### src/rtl/vote_ballot_collector.sv
// Four-voter ballot collector: 1-cycle cast-to-valid latency, result held until ballot_ack; VOTE_REVOTE_EN lets repeat casts overwrite.
// Closes on full turnout or after TIMEOUT open cycles; I drives the majority decoder.
module vote_ballot_collector #(
    parameter int TIMEOUT = 16,
    parameter int CNT_W   = 8
) (
    input  logic       clk,
    input  logic       rst,
    input  logic       start,
    input  logic       cast_valid,
    input  logic [1:0] cast_id,
    input  logic       cast_yes,
    output logic [3:0] I,
    output logic [3:0] voted,
    output logic       busy,
    output logic       ballot_valid,
    input  logic       ballot_ack,
    output logic       timed_out,
    output logic       dup_cast
);

    typedef enum logic [1:0] {
        IDLE = 2'd0,
        OPEN = 2'd1,
        DONE = 2'd2
    } state_t;

    localparam logic [CNT_W-1:0] LAST_CNT = CNT_W'(TIMEOUT - 1);

    state_t           state, state_nxt;
    logic [CNT_W-1:0] cnt, cnt_nxt;
    logic [3:0]       i_nxt, voted_nxt;
    logic             to_nxt, dup_nxt;

    always_comb begin
        state_nxt = state;
        cnt_nxt   = cnt;
        i_nxt     = I;
        voted_nxt = voted;
        to_nxt    = timed_out;
        dup_nxt   = 1'b0;
        case (state)
            IDLE: begin
                if (start) begin
                    i_nxt     = 4'b0000;
                    voted_nxt = 4'b0000;
                    to_nxt    = 1'b0;
                    cnt_nxt   = '0;
                    state_nxt = OPEN;
                end
            end
            OPEN: begin
                cnt_nxt = cnt + 1'b1;
                if (cast_valid) begin
                    if (!voted[cast_id]) begin
                        i_nxt[cast_id]     = cast_yes;
                        voted_nxt[cast_id] = 1'b1;
                    end else begin
`ifdef VOTE_REVOTE_EN
                        i_nxt[cast_id] = cast_yes;
`else
                        dup_nxt = 1'b1;
`endif
                    end
                end
                // Full turnout takes priority, so a completing cast in the last cycle is not a timeout.
                if (voted_nxt == 4'b1111) begin
                    to_nxt    = 1'b0;
                    state_nxt = DONE;
                end else if (cnt == LAST_CNT) begin
                    to_nxt    = 1'b1;
                    state_nxt = DONE;
                end
            end
            DONE: begin
                if (ballot_ack) state_nxt = IDLE;
            end
            default: state_nxt = IDLE;
        endcase
    end

    always_ff @(posedge clk) begin
        if (rst) begin
            state        <= IDLE;
            cnt          <= '0;
            I            <= 4'b0000;
            voted        <= 4'b0000;
            timed_out    <= 1'b0;
            dup_cast     <= 1'b0;
            busy         <= 1'b0;
            ballot_valid <= 1'b0;
        end else begin
            state        <= state_nxt;
            cnt          <= cnt_nxt;
            I            <= i_nxt;
            voted        <= voted_nxt;
            timed_out    <= to_nxt;
            dup_cast     <= dup_nxt;
            busy         <= (state_nxt == OPEN);
            ballot_valid <= (state_nxt == DONE);
        end
    end

endmodule

### config.mk
export PLATFORM = sky130hd
export DESIGN_NAME = vote_ballot_collector
export DESIGN_NICKNAME = d
export VERILOG_FILES = /design/src/rtl/vote_ballot_collector.sv
export SDC_FILE = /design/constraint.sdc
export NUM_CORES = 1
export LEC_CHECK = 0
export BUFFER_PORTS_ARGS = -buffer_cell sky130_fd_sc_hd__buf_2
export CAP_MARGIN = 40
export CORE_MARGIN = 2
export CORE_UTILIZATION = 45
export CTS_BUF_LIST = sky130_fd_sc_hd__clkbuf_8 sky130_fd_sc_hd__clkbuf_16
export DETAILED_ROUTE_END_ITERATION = 12
export PLACE_DENSITY = 0.67
export REMOVE_ABC_BUFFERS = 1
export SYNTH_ARGS = -nofsm -noshare
export SYNTH_HDL_FRONTEND = slang
export SYNTH_SLANG_ARGS = --single-unit
### constraint.sdc
create_clock -name clk -period 2.07 [get_ports clk]
set_input_delay 0.414 -clock clk [delete_from_list [all_inputs] [get_ports clk]]
set_output_delay 0.414 -clock clk [all_outputs]
set_load 0.005 [all_outputs]
==> Word level (Yosys, flattened, before mapping) <==
Index checks and enable logic that the tools add are counted.
{ "totals": {"ram_bits": 0, "output_inout_bits": 12, "in_bits": 8, "latchBits": 0, "memories": 0, "romBits": 0, "elab_cells": 56, "regBits": 22} }
{ "classes": {"shift": 0, "bitwise_logic": 3, "n_mul": 0, "magnitude_cmp": 2, "add_sub_neg": 1, "reduce_logical": 7, "eq_ne": 10, "n_mux": 25, "div_mod_pow": 0} }
{ "op_table": {"columns": ["operator", "n"], "rows": [
  ["two-way mux 4 bit", 6],
  ["case mux 4 bit (2 select lines)", 2],
  ["case mux 8 bit (2 select lines)", 1],
  ["adder 8 x 1 -> 8 bit, second input constant", 1],
  ["== test 8 x 4 -> 1 bit, second input constant", 1],
  ["two-way mux 2 bit", 4],
  ["two-way mux 8 bit", 1],
  ["two-way mux 1 bit", 6],
  ["!= test 2 bit, second input constant", 3],
  ["case mux 2 bit (3 select lines)", 1],
  ["bitwise mux 4 bit", 1],
  ["== test 2 x 1 -> 1 bit, second input constant", 2],
  ["== test 2 bit, second input constant", 2],
  ["== test 4 bit, second input constant", 1],
  ["bitwise OR 4 bit", 1],
  ["AND reduction 4 bit", 1],
  ["less-than comparator 2 x 3 -> 1 bit, second input constant", 1],
  ["!= test 3 bit, second input constant", 1],
  ["AND reduction 3 bit", 1],
  ["OR reduction 3 bit", 1],
  ["binary-select mux 1 bit (select 2 bit)", 1],
  ["demux 1 bit (select 2 bit)", 1],
  [">= comparator 2 x 1 -> 1 bit, second input constant", 1],
  ["logical NOT 2 bit", 1],
  ["5 further kinds", 6]
]} }

==> Longest topological paths before layout <==
{ "depth": {"depth_word": 12, "ltp_mapped": 5, "mapped_depth_nobuf": 5} }

==> Least setup slack after synthesis <==
OpenSTA, ideal clock, no wires.
{ "synth_timing": {"path_type": "register -> register", "startpoint": "reg cnt[2]", "endpoint": "reg timed_out", "n_path_buf": 0, "setup_time_ns": 0.117, "stages_incl_launch_ff": 5, "arrival_time_ns": 1.597, "period_less_slack_ns": 1.714, "required_time_ns": 1.953, "slack_ns": 0.356, "path_cell_list": "dfxtp_1 or4b_4 nor3_4 mux2_1 a32o_1"} }
{ "synth_between": {"elab_chain_cells": 3} }
{ "synth_lines": {"columns": ["element", "line", "rtl"], "rows": [
  ["start: declaration", "31", "logic [CNT_W-1:0] cnt, cnt_nxt;"],
  ["start signal: assignment", "94", "cnt <= cnt_nxt;"],
  ["== test 8 x 4 -> 1 bit", "70", "end else if (cnt == LAST_CNT) begin"],
  ["!= test 3 bit (no source line)", null, null],
  ["AND reduction 3 bit (no source line)", null, null],
  ["end signal: assignment", "97", "timed_out <= to_nxt;"],
  ["end: declaration", "18", "output logic timed_out,"]
]} }
No other way between the ends.
A chain may end at the register's enable or synchronous reset.

==> Worst setup path in the final report <==
{ "layout_timing": {"startpoint": "reg cnt[4]", "endpoint": "reg timed_out"} }
Same word-level chain as after synthesis.

==> flow_summary.ini <==
[synthesis]
synth_cell_type_count = 37
ys_seq_area_share_pct = 41.9
yosys.area.top_type = dfxtp_1
synth_seq_cells = 22
synth_top_area_share_pct = 41.9
synth_area_leaders = dfxtp_1 (42%), a21oi_1 (5.2%), mux2i_1 (4.8%), nand2_1 (3.6%), a32o_1 (2.9%)
avgSynthCellArea_sq_um = 9.31
netlist_area_sq_um = 1050
synth_warnings = 0
synthCells = 113

[layout]
syn_to_final_growth_pct = 17.6
multi_input_area_sq_um = 586
seq_area_sq_um = 440
diodes = 0
final_area_sq_um = 1240
fill_cells = 212
drive_above_1_share_pct = 24.1
nNetsFinal = 143

[detailed_routing]
drtIter0Drc = 6
drt_pass1_iterations = 4
drt-total-wl_mm = 2.16
ant_nets = 0
vias_per_cell = 5.77
vias = 929
wl_per_cell_um = 13.4
drc_errors = 0

[run]
drv_cap = 0

[outcome]
outcome = finished, final reports clean

[global_route]
met1_usage_pct = 23.0
grt_start_max_net_pins = 13
grtUsageMet2_pct = 26.0
grt_pass1_wl_mm = 3.42
antenna_found_initial = 0
grt_overflow = 0
grt_usage_pct = 17.0
grt_pass1_vias = 775
grt_busiest_layer = met2
grtUsageMet3_pct = 3.43

[setup_path]
required_ps = 2230
crit_fanout = 6
ff2ff_path_depth = 4
path_cells = or4b_4, nor3_4, mux2_1, a32o_1
slowest_delay_ps = 560
start_kind = flop
crit_path_top_delay_cell = or4b_4
cp-end-kind = flop
worstPathArrival_ps = 1980
worstSetupPathType = reg2reg

[timing]
rsz0062_at_grt = false
period_minus_slack_ps = 1820
max_slew_margin_pct = 66.4
tightest_slew_ps = 502
final.period_utilization_pct = 87.7
worst_slack_ps = 254
finalHoldViolations = 0
setup-tns-final_ps = 0
maxClockFrequency_mhz = 551
drv_slew = 0
finalSetupViolations = 0
clock_skew_ps = 6.56

[floorplanning]
initial_core_util_pct = 47.6
num_rows = 17
die_area_sq_um = 2740
core_area_sq_um = 2210
fp.dieH_um = 52.4
io_pins = 20
die_w_um = 52.4

[clocking]
post_cts_buffers = 0
cts_made_buffers = 3
cts_buffer_depth = 2
cts_tree = done
clk_latency_ps = 260
ctsHoldBuffers = 0
htree_levels = 1
cts_resized = 0
ctsRootBufferMaster = clkbuf_8
cts_sinks = 22
path_clk_slew_ps = 80

[worst_hold_path]
worstHoldPathCells = 2
holdCritPathClass = in2reg

[placement]
post-place-ws_ps = 266
dpl-instance-area_sq_um = 1180
gp_congestion = 0.834
hpwl_mm = 1.60
numPortBuffers = 19

[power_and_ir_drop]
leakage_nw = 0.503
vdd_drop_max_uv = 454
powerDensity_nw_per_um2 = 667
## worst paths after layout
| path | slack, ps | startpoint | endpoint |
|---|---|---|---|
| setup / recovery | 250 | cnt[4] | timed_out |
| hold / removal | 460 | start | busy |
| setup reg to reg | 250 | cnt[4] | timed_out |
| hold reg to reg | 480 | cnt[1] | cnt[1] |
## cell type report
cell class | instances | area share, %
sequential | 22 | 35.6
inverter | 1 | 0.303
timing repair buffer | 22 | 9.50
tap | 28 | 2.83
clock buffer | 4 | 4.45
multi-input combinational | 84 | 47.3
## critical path, delay by kind of cell (launching register included)
kind / cells / cell delay, ps
flops: 1 / 360
simple gates: 2 / 740
compound gates: 1 / 250
mux: 1 / 350
## cell usage in the layout, fill, tap and decap left out, drive strengths merged
master / n
or4: 3
a31oi: 2
or4b: 2
a32o: 3
inv: 1
mux2: 2
nor4bb: 1
nand3b: 3
or3: 4
or3b: 1
nor2: 6
a2111oi: 1
a22oi: 1
a21oi: 11
nor3b: 1
nor2b: 3
o211ai: 3
o21ai: 1
mux2i: 5
nor3: 6
o31ai: 2
o21bai: 1
clkbuf: 4
ha: 1
buf: 22
a211oi: 1
dfxtp: 22
nand2: 10
nand2b: 1
nand3: 1
nand4b: 3
o311ai: 2
nand4: 2
nor4b: 1
## power breakdown
part           switching, mW  internal (mW)  total, mW
sequential            0.0112          0.433      0.444
combinational         0.0465         0.0308     0.0773
clock                  0.134          0.169      0.304
## cell families after synthesis
kind of cell | after synthesis | share of synthesized area, %
AOI/OAI and AO/OA | 28 | 18.0
and+or+nand+nor | 48 | 29.6
adders and majority gates | 1 | 1.19
muxes | 7 | 6.90
DFF | 22 | 41.9
buffers and inverters | 7 | 2.50
## state kept, by name, indices dropped and copies added (netlist names)
register and count:
voted 4, ballot_valid 1, busy 1, cnt 8
state 2, timed_out 1, dup_cast 1, I 4
## cell usage after synthesis
cell type,instances
inv_1,1
nand4b_1,3
a22oi_1,1
or4_1,3
nand2b_1,1
o311ai_0,2
mux2_1,1
o31ai_1,2
or3b_2,1
or3_1,4
o21ai_1,1
or4b_4,1
dfxtp_1,22
or4b_2,1
nand3b_4,1
nand3b_1,2
nor2b_1,3
o21bai_1,1
nor4b_1,1
nor2_1,6
a2111oi_0,1
ha_1,1
o211ai_1,3
nor3_1,5
nand3_1,1
a32o_1,3
a31oi_1,2
nand2_1,10
mux2_2,1
clkbuf_1,6
nor3_4,1
a211oi_1,1
nand4_1,2
mux2i_1,5
nor4bb_1,1
nor3b_1,1
a21oi_1,11
## per-layer routing
layer | up-vias | wire length [um]
li1 | 473 | -
met1 | 436 | 1040
met2 | 16 | 1020
met3 | 4 | 80
met5 | - | 0
met4 | 0 | 32
## through the flow
| stage | power (mW) | hold WS, ps | instances | utilization [%] |
|---|---|---|---|---|
| 2_1_floorplan | 0.491 | 443 | 107 | - |
| 3_3_place_gp | 0.529 | 461 | 157 | 53.5 |
| 3_5_place_dp | 0.531 | 470 | 157 | 53.5 |
| 4_1_cts | 0.832 | 456 | 161 | 55.9 |
| 5_1_grt | 0.853 | 479 | 161 | 55.9 |
| 6_report | 0.826 | 461 | 161 | 55.9 |
Note: power is estimated with default switching activity, not from simulation.
